===== src/rtl/hs_unit_skid_buffer.sv =====
// Two-entry valid/ready skid buffer: full throughput with every handshake output
// driven from a flop, so no combinational path runs from m_ready to s_ready.
module hs_unit_skid_buffer #(
   parameter type DATA_TYPE = logic
) (
   input  logic       clk,
   input  logic       rst_n,
   input  logic       s_valid,
   output logic       s_ready,
   input  DATA_TYPE   s_data,
   output logic       m_valid,
   input  logic       m_ready,
   output DATA_TYPE   m_data,
   output logic [1:0] level
);

   typedef enum logic [1:0] {
      EMPTY = 2'd0,
      ONE   = 2'd1,
      FULL  = 2'd2
   } state_t;

   state_t   state;
   state_t   next_state;
   DATA_TYPE skid;
   logic     in_xfer;
   logic     out_xfer;
   logic     load_main_in;
   logic     load_main_skid;
   logic     load_skid;

   assign in_xfer  = s_valid & s_ready;
   assign out_xfer = m_valid & m_ready;
   assign level    = state;

   // Next occupancy and data-register load enables.
   always_comb begin
      next_state     = state;
      load_main_in   = 1'b0;
      load_main_skid = 1'b0;
      load_skid      = 1'b0;
      case (state)
         EMPTY: begin
            if (in_xfer) begin
               load_main_in = 1'b1;
               next_state   = ONE;
            end
         end
         ONE: begin
            if (in_xfer && out_xfer) begin
               load_main_in = 1'b1;
            end else if (in_xfer) begin
               load_skid  = 1'b1;
               next_state = FULL;
            end else if (out_xfer) begin
               next_state = EMPTY;
            end
         end
         FULL: begin
            if (out_xfer) begin
               load_main_skid = 1'b1;
               next_state     = ONE;
            end
         end
         default: next_state = EMPTY;
      endcase
   end

   // State and handshake flops; s_ready is held low for the first edge after reset.
   always_ff @(posedge clk or negedge rst_n) begin
      if (!rst_n) begin
         state   <= EMPTY;
         m_valid <= 1'b0;
         s_ready <= 1'b0;
      end else begin
         state   <= next_state;
         m_valid <= (next_state != EMPTY);
         s_ready <= (next_state != FULL);
      end
   end

   // Payload registers carry no reset; m_valid qualifies their contents.
   always_ff @(posedge clk) begin
      if (load_main_in) begin
         m_data <= s_data;
      end else if (load_main_skid) begin
         m_data <= skid;
      end
      if (load_skid) begin
         skid <= s_data;
      end
   end

endmodule


===== config.mk =====
export PLATFORM = sky130hd
export DESIGN_NAME = hs_unit_skid_buffer
export DESIGN_NICKNAME = d
export VERILOG_FILES = /design/src/rtl/hs_unit_skid_buffer.sv
export SDC_FILE = /design/constraint.sdc
export NUM_CORES = 1
export LEC_CHECK = 0
export BUFFER_PORTS_ARGS = -buffer_cell sky130_fd_sc_hd__clkbuf_2
export CAP_MARGIN = 20
export CORE_AREA = 3 3 40 42
export CTS_CLUSTER_DIAMETER = 150
export CTS_CLUSTER_SIZE = 8
export DETAILED_ROUTE_END_ITERATION = 12
export DIE_AREA = 0 0 43 45
export PLACE_DENSITY = 0.41
export SLEW_MARGIN = 10
export SYNTH_ARGS = -nofsm -noshare
export SYNTH_HDL_FRONTEND = slang
export SYNTH_SLANG_ARGS = --single-unit

===== constraint.sdc =====
create_clock -name clk -period 3.1 [get_ports clk]
set_input_delay 0.31 -clock clk [delete_from_list [all_inputs] [get_ports clk]]
set_output_delay 0.31 -clock clk [all_outputs]
set_load 0.01 [all_outputs]

==> flow_metrics.tcl, run 1 <==
set metrics [dict create \
    status "complete, no violations" \
    cp_slowest_cell "dfrtp_1" \
    start_kind "register" \
    cp.required_ns 3.09 \
    drive_gt1_share_pct 38.5 \
    ant_nets 0 \
    hold_class "input port to register" \
    die_y_um 45 \
    track_usage_pct 6.88 \
    htreeDepth 1 \
    rsz0062_at_grt "false" \
    postCtsSetupRepairBufs 0 \
    leakagePower_nw 0.187 \
    cts_max_path_buffers 2 \
    critPathArrivalTime_ns 1.29 \
    fin_crit_ns 1.30 \
    avgSynthCellArea_sq_um 11.6 \
    grt_max_degree 8 \
    grt_pass1_vias 225 \
    wl_per_cell_um 10.0 \
    slew_violations 0 \
    drtPass1Iterations 2 \
    power.density_mw_per_mm2 986 \
    min_period_over_period_pct 41.9 \
    drcViolationCount 0 \
    worst_pin_slew_ns 0.206 \
    syn_inst 25 \
    die_w_um 43 \
    cts_made_buffers 3 \
    dp_hpwl_um 447 \
    grt_pass1_wl_mm 1.00 \
    grt-ovfl-total 0 \
    crit_type "register to register" \
    clk_latency_ns 0.24 \
    path_cells "nand3b_4 > nor2_1 > mux2_4" \
    drv_cap 0 \
    regArea_sq_um 160 \
    ctsResizeCount 0 \
    max_stage_delay_ns 0.42 \
    fmax_mhz 770 \
    routed_wl_um 540 \
    nets 45 \
    root_buffer "clkbuf_4" \
    synth_top_area_share_pct 34.5 \
    multi_input_area_sq_um 126 \
    syn-cell-area_sq_um 290 \
    finalSetupViolCount 0 \
    port_buffers 9 \
    dpl_cell_area_sq_um 354 \
    layout_setup_ws_ns 1.80 \
    critPathBufInv 0 \
    fin_setup_tns_ns 0 \
    vias 229 \
    fin_area_sq_um 390 \
    cp_max_fo 6 \
    yosys-top-cells-area "dfrtp_1 (34%), edfxtp_1 (21%), nand3b_4 (6.9%)" \
    drtIter0Drc 3 \
    hold_slack_ns 0.266 \
    place_congestion 0.774 \
    viasPerCell 4.24 \
    slew_headroom_pct 86.3 \
    total_power_w 0.000385 \
    synth_seq_cells 6 \
    ir_worst_vdd_mv 0.374 \
    clock_sinks 6 \
    start_util_pct 22.6 \
    synth_common_cells "dfrtp_1 (4), nor2_1 (4), a21oi_1 (2), edfxtp_1 (2), nand2_1 (2)" \
    antenna_found_initial 0 \
    num_rows 13 \
    dpl_worst_slack_ns 1.78 \
    crit_family "flip-flops" \
    io_pins 10 \
    ys_async_sr_fraction_pct 66.7 \
    die_area_sq_mm 0.00194 \
    coreArea_sq_mm 0.00128 \
    yosys.area.top_type "dfrtp_1" \
    synthFlopType "dfrtp_1" \
    cts_tree "done" \
    ys_warn_count 0 \
    synth_cell_types 16 \
    ys_seq_area_share_pct 55.2 \
    syn_nets 30 \
    clk_pin_slew_ns 0.05 \
    fin_skew_ns 0.00658 \
    diodes 0 \
    syn_to_final_growth_pct 34.5 \
    fillCellCount 136 \
    cp-end-kind "register" \
    final_hold_viol_count 0 \
    synth_edf_count 2 \
]
==> through the flow <==
step	instances	utilization, %
finish	54	30.4
global route	54	30.4
CTS	54	30.4
detailed placement	49	27.6
global placement	49	27.6
floorplan	25	-
==> logic make-up after synthesis <==
kind of cell | share of synthesized area (%)
and+or+nand+nor | 21.1
muxes | 5.17
AOI/OAI and AO/OA | 17.2
DFF | 55.2
buffers and inverters | 1.29
==> cell usage in the layout (no fill, tap or decap), drive strengths merged <==
cell         netlist  final
clkbuf             0     13
nor2               4      4
dfrtp              4      4
a21oi              2      2
nand2              2      2
edfxtp             2      2
a21boi             1      1
nand3              1      1
nand3b             1      1
a211o              1      1
and2b              1      1
inv                1      1
o21a               1      1
or2                1      1
o21ai              1      1
mux2               1      1
a22oi              1      1
dlygate4sd3        0      1
==> per-layer routing <==
metal,track usage (%),routed length (um)
met5,0,0
met3,2.79,37
met1,8.62,242
met4,1.81,0
met2,11.1,260
==> final timing paths <==
| kind | slack [ns] | depth (start not counted) | end | startpoint |
|---|---|---|---|---|
| max in group asynchronous | 2.56 | 2 | s_ready$_DFF_PN0_ | rst_n |
| min in group asynchronous | 0.41 | 2 | m_valid$_DFF_PN0_ | rst_n |
| min | 0.27 | 1 | skid$_DFFE_PP_ | s_data |
| min reg2reg | 0.55 | 1 | m_data$_DFFE_PP_ | skid$_DFFE_PP_ |
| max reg2reg | 1.80 | 3 | m_data$_DFFE_PP_ | level[1]$_DFF_PN0_ |
| max | 1.80 | 3 | m_data$_DFFE_PP_ | level[1]$_DFF_PN0_ |
==> registers in the layout, indices dropped and copies added, names as in the netlist <==
signal	cells
level	2
m_data	1
m_valid	1
s_ready	1
skid	1
==> repair_timing <==
item / 4_1_cts / 5_1_grt
endpoints found under the setup margin: 0 / 0
hold endpoints to repair: 4 / 0
hold buffers: 1 / 0
==> final cells by class <==
class	count	share of cell area [%]
sequential	6	41.0
multi-input combinational	18	32.4
timing repair buffer	10	14.1
clock buffer	4	6.73
tap	15	4.81
inverter	1	0.962
==> power breakdown <==
part / leakage (nW) / switching (W) / total [W] / internal (W)
combinational: 0.107 / 0.0000739 / 0.000153 / 0.0000787
sequential: 0.0649 / 0.0000349 / 0.000154 / 0.000119
clock: 0.0150 / 0.0000300 / 0.0000789 / 0.0000489
total: 0.187 / 0.000139 / 0.000385 / 0.000246
(Power assumes the default switching activity.)
==> run 2, diff against run 1 <==
- ABC_AREA: default -> 1
- PLACE_DENSITY: 0.41 -> 0.43
- clock period: 3.1 -> 1.15 ns (I/O delays scaled with it)
==> flow_metrics.tcl, run 2 <==
set metrics [dict create \
    status "complete, no violations" \
    path_cells "nand2_2 > nand2_2 > nor2_2" \
    clk_latency_ns 0.25 \
    leakagePower_nw 0.203 \
    crit_type "register to register" \
    drtIter0Drc 2 \
    cp.required_ns 1.10 \
    clock_sinks 6 \
    grtUsageMet1_pct 5.19 \
    coreArea_sq_mm 0.00128 \
    drtPass1Iterations 4 \
    antenna_found_initial 0 \
    min_period_over_period_pct 92.3 \
    reg2reg_from "m_valid$_DFF_PN0_" \
    syn-cell-area_sq_um 290 \
    synthSimpleGateAreaFrac_pct 38.4 \
    synth_top_family_by_area "simple AND/OR/NAND/NOR gates" \
    grt_pass1_vias 219 \
    worst_pin_slew_ns 0.200 \
    yosys-top-cells-area "dfrtp_1 (34%), edfxtp_1 (21%), nand2_2 (11%)" \
    root_buffer "clkbuf_4" \
    synth_cell_types 11 \
    ctsResizeCount 0 \
    hold_class "input port to register" \
    postCtsHoldBufs 1 \
    fin_setup_tns_ns 0 \
    grt-ovfl-total 0 \
    ant_nets 0 \
    syn_nets 35 \
    fin_area_sq_um 390 \
    power.density_mw_per_mm2 2670 \
    grtUsageMet3_pct 5.98 \
    num_rows 13 \
    fin_crit_ns 1.06 \
    ys_seq_area_share_pct 55.2 \
    cp_max_fo 4 \
    critPathBufInv 0 \
    ys_async_sr_fraction_pct 66.7 \
    die_area_sq_mm 0.00194 \
    slew_headroom_pct 86.7 \
    dp_hpwl_um 453 \
    htreeDepth 1 \
    viasPerCell 3.81 \
    die_w_um 43 \
    fillCellCount 138 \
    drv_cap 0 \
    min_delay_path_depth 1 \
    cp_slowest_cell "dfrtp_1" \
    grt_pass1_wl_um 869 \
    grt_busiest_layer "met2" \
    io_pins 10 \
    place_congestion 0.745 \
    nets 50 \
    diodes 0 \
    cts_max_path_buffers 2 \
    track_usage_pct 7.05 \
    cts_made_buffers 3 \
    use_met2_pct 11.7 \
    total_power_w 0.00104 \
    synth_top_area_share_pct 34.5 \
    ir_worst_vdd_mv 1.03 \
    r2r-end "skid$_DFFE_PP_" \
    port_buffers 9 \
    die_y_um 45 \
    start_kind "register" \
    final_hold_viol_count 0 \
    cp_common_cell "nand2_2" \
    ys_warn_count 0 \
    final_common_cell "clkbuf_2" \
    min-delay-start "s_data" \
    vias 225 \
    crit_family "flip-flops" \
    synth_edf_count 2 \
    critPathArrivalTime_ns 1.01 \
    synth_common_cells "nand2_1 (5), nand2_2 (5), dfrtp_1 (4), inv_1 (3), nor2_2 (3)" \
    synth_seq_cells 6 \
    largest_reg_flops 2 \
    wl_per_cell_um 9.19 \
    fmax_mhz 942 \
    cts_tree "done" \
    synth_xor_area_share_pct 0 \
    layout_common_cells "clkbuf_2 (9), nand2_2 (5), nand2_1 (5)" \
    synthAdderAreaFrac_pct 0 \
    drcViolationCount 0 \
    dpl_cell_area_sq_um 354 \
    synth_compound_area_share_pct 0 \
    max_stage_delay_ns 0.40 \
    avgSynthCellArea_sq_um 9.68 \
    cp-end-kind "register" \
    synthMuxAreaShare_pct 0 \
    grt_max_degree 6 \
    fin_skew_ns 0.0149 \
    whs_endpoint "skid$_DFFE_PP_" \
    syn_to_final_growth_pct 34.5 \
    start_util_pct 22.6 \
    ff2ff_path_depth 3 \
    syn_inst 30 \
    routed_wl_um 542 \
    finalSetupViolCount 0 \
    yosys.area.top_type "dfrtp_1" \
    rsz0062_at_grt "false" \
    clk_pin_slew_ns 0.05 \
    postCtsSetupRepairBufs 0 \
    r2r_slack_ns 0.09 \
    crit_start "m_valid$_DFF_PN0_" \
    synthFlopType "dfrtp_1" \
    drive_gt1_share_pct 54.5 \
    slew_violations 0 \
]
[run 2: cells by family after synthesis]
family / Yosys count
simple gates: 19
flops: 6
buf+inv: 5
[run 2: layout make-up]
| class | instances | area [sq um] | share of cell area, % |
|---|---|---|---|
| well taps | 15 | 18.8 | 4.81 |
| multi-input cells | 19 | 111 | 28.5 |
| repair buffers | 10 | 55.1 | 14.1 |
| flip-flops and latches | 6 | 160 | 41.0 |
| inverters | 5 | 18.8 | 4.81 |
| clock buffers | 4 | 26.3 | 6.73 |
[run 2: per-layer routing]
metal  vias up  share of wire [%]
met5         -                  0
met2         5                 55
met4         0                  0
met1       102                 40
li1        118                  -
met3         0                4.4
[run 2: how the worst max path moves through the flow]
stage | to | cells past startpoint
floorplan | skid$_DFFE_PP_ | 3
global placement | skid$_DFFE_PP_ | 3
detailed placement | skid$_DFFE_PP_ | 3
CTS | skid$_DFFE_PP_ | 3
global route | skid$_DFFE_PP_ | 3
finish | skid$_DFFE_PP_ | 3
[run 2: worst reg2reg max path, stage by stage, from the launching register on]
cell and delay [ns]:
dfrtp_1 0.40, nand2_2 0.09, nand2_2 0.08, nor2_2 0.19
[run 2: per-stage QoR]
step                hold WS, ns  setup WS [ns]  util [%]  instances
floorplan                -0.181         0.0909         -         30
detailed placement      -0.0754         0.0996      27.6         54
finish                   0.0569         0.0888      30.4         59
global route             0.0323         0.0364      30.4         59
global placement        -0.0762          0.107      27.6         54
CTS                      0.0473         0.0910      30.4         59
[run 2: report_power, final]
part           switching, W  internal [W]  leakage, nW
combinational      0.000270      0.000172        0.122
clock             0.0000786      0.000132       0.0150
sequential        0.0000745      0.000317       0.0658
total              0.000423      0.000621        0.203
==> run 3, diff against run 2 <==
- CELL_PAD_IN_SITES_DETAIL_PLACEMENT: default -> 1
- CELL_PAD_IN_SITES_GLOBAL_PLACEMENT: default -> 2
- CORE_AREA: 3 3 40 42 -> default
- CORE_MARGIN: default -> 3
- CORE_UTILIZATION: default -> 22
- DIE_AREA: 0 0 43 45 -> default
- PLACE_DENSITY: 0.43 -> 0.65
==> flow_metrics.tcl, run 3 (same netlist as run 2, synthesis figures left out) <==
set metrics [dict create \
    status "complete, no violations" \
    ir_worst_vdd_mv 0.837 \
    largest_reg_flops 2 \
    seq_power_share_pct 37.1 \
    total_power_w 0.00106 \
    rsz0062_at_grt "false" \
    clk_pin_slew_ns 0.06 \
    die_y_um 42.3 \
    cp_max_fo 5 \
    power.density_mw_per_mm2 2730 \
    postCtsHoldBufs 1 \
    fin_crit_ns 1.06 \
    cp-end-kind "register" \
    routed_wl_um 606 \
    path_cells "inv_2 > nand3_1 > nor2_2" \
    p_clk_share_pct 21.1 \
    coreArea_sq_mm 0.00117 \
    clk_latency_ns 0.26 \
    min_period_over_period_pct 92.3 \
    dp_hpwl_um 508 \
    drtPass1Iterations 2 \
    cts_tree "done" \
    place_congestion 0.639 \
    grt_max_degree 6 \
    p_int_w 0.000621 \
    dpl_cell_area_sq_um 353 \
    cp_slowest_cell "dfrtp_1" \
    viasPerCell 4.31 \
    final_common_cell "clkbuf_2" \
    drtIter0Drc 1 \
    port_buffers 9 \
    vias 250 \
    fin_skew_ns 0.0155 \
    num_rows 12 \
    htreeDepth 1 \
    ant_nets 0 \
    grt-ovfl-total 0 \
    cts_made_buffers 3 \
    leakagePower_nw 0.203 \
    critPathArrivalTime_ns 1.02 \
    slew_headroom_pct 87.1 \
    grt_pass1_vias 273 \
    ctsResizeCount 0 \
    final_hold_viol_count 0 \
    io_pins 10 \
    slew_violations 0 \
    finalSetupViolCount 0 \
    track_usage_pct 8.77 \
    grt_pass1_wl_mm 1.06 \
    crit_type "register to register" \
    postCtsSetupRepairBufs 0 \
    fin_setup_tns_ns 0 \
    switching_share_pct 41.6 \
    power_frac_comb_pct 41.8 \
    nets 50 \
    syn_to_final_growth_pct 34.1 \
    fin_area_sq_um 389 \
    fmax_mhz 943 \
    drcViolationCount 0 \
    cp.required_ns 1.11 \
    start_kind "register" \
    root_buffer "clkbuf_4" \
    layout_common_cells "clkbuf_2 (9), nand2_2 (5), nand2_1 (5)" \
    die_area_sq_mm 0.00179 \
    hold_class "input port to register" \
    max_stage_delay_ns 0.44 \
    clock_sinks 6 \
    antenna_found_initial 0 \
    diodes 0 \
    drv_cap 0 \
    p_sw_w 0.000442 \
    start_util_pct 24.8 \
    cts_max_path_buffers 2 \
    die_w_um 42.3 \
    worst_pin_slew_ns 0.193 \
    post-route-util_pct 33.2 \
    drive_gt1_share_pct 54.5 \
    wl_per_cell_um 10.4 \
]
==> run 3: metrics by stage <==
stage          instances  hold WS [ns]  worst slack, ns
6_report              58        0.0439           0.0890
5_1_grt               58        0.0393           0.0306
4_1_cts               58        0.0352           0.0840
3_5_place_dp          53       -0.0753           0.0835
3_3_place_gp          53       -0.0776            0.102
2_1_floorplan         30        -0.181           0.0909
==> run 3: power by group through the flow <==
stage                     logic (W)  registers [W]  clock network, W
final                      0.000445       0.000394          0.000224
after global routing       0.000504       0.000404          0.000243
after CTS                  0.000458       0.000395          0.000236
after detailed placement   0.000453       0.000399                 0
after global placement     0.000450       0.000392                 0
after floorplan            0.000277       0.000426                 0
==> run 3: routing by layer <==
layer | routed length (um) | track usage [%]
met5 | 0 | 0
met4 | 40 | 11.2
met3 | 35 | 3.86
met1 | 203 | 6.20
met2 | 327 | 14.9
==> run 3: path summary, 6_finish.rpt <==
check	from	end	slack, ns	depth (start not counted)
worst max-delay path	level[1]$_DFF_PN0_	skid$_DFFE_PP_	0.09	3
worst min-delay path	s_data	skid$_DFFE_PP_	0.04	1
worst max register to register	level[1]$_DFF_PN0_	skid$_DFFE_PP_	0.09	3
worst min register to register	skid$_DFFE_PP_	m_data$_DFFE_PP_	0.52	2
max in group asynchronous	rst_n	level[0]$_DFF_PN0_	0.83	2
min in group asynchronous	rst_n	level[1]$_DFF_PN0_	0.18	2
==> run 3: area by class of cell <==
cell class                      count  area [sq um]
Fill cell                         138           782
Sequential cell                     6           160
Multi-Input combinational cell     19           111
Timing Repair Buffer               10          55.1
Clock buffer                        4          26.3
Inverter                            5          18.8
Tap cell                           14          17.5
==> run 3: worst max-delay path, delay by kind of cell, from the launching register on <==
| kind | cells | cell delay, ns |
|---|---|---|
| and+or+nand+nor | 2 | 0.25 |
| buffers and inverters | 1 | 0.08 |
| DFF | 1 | 0.44 |
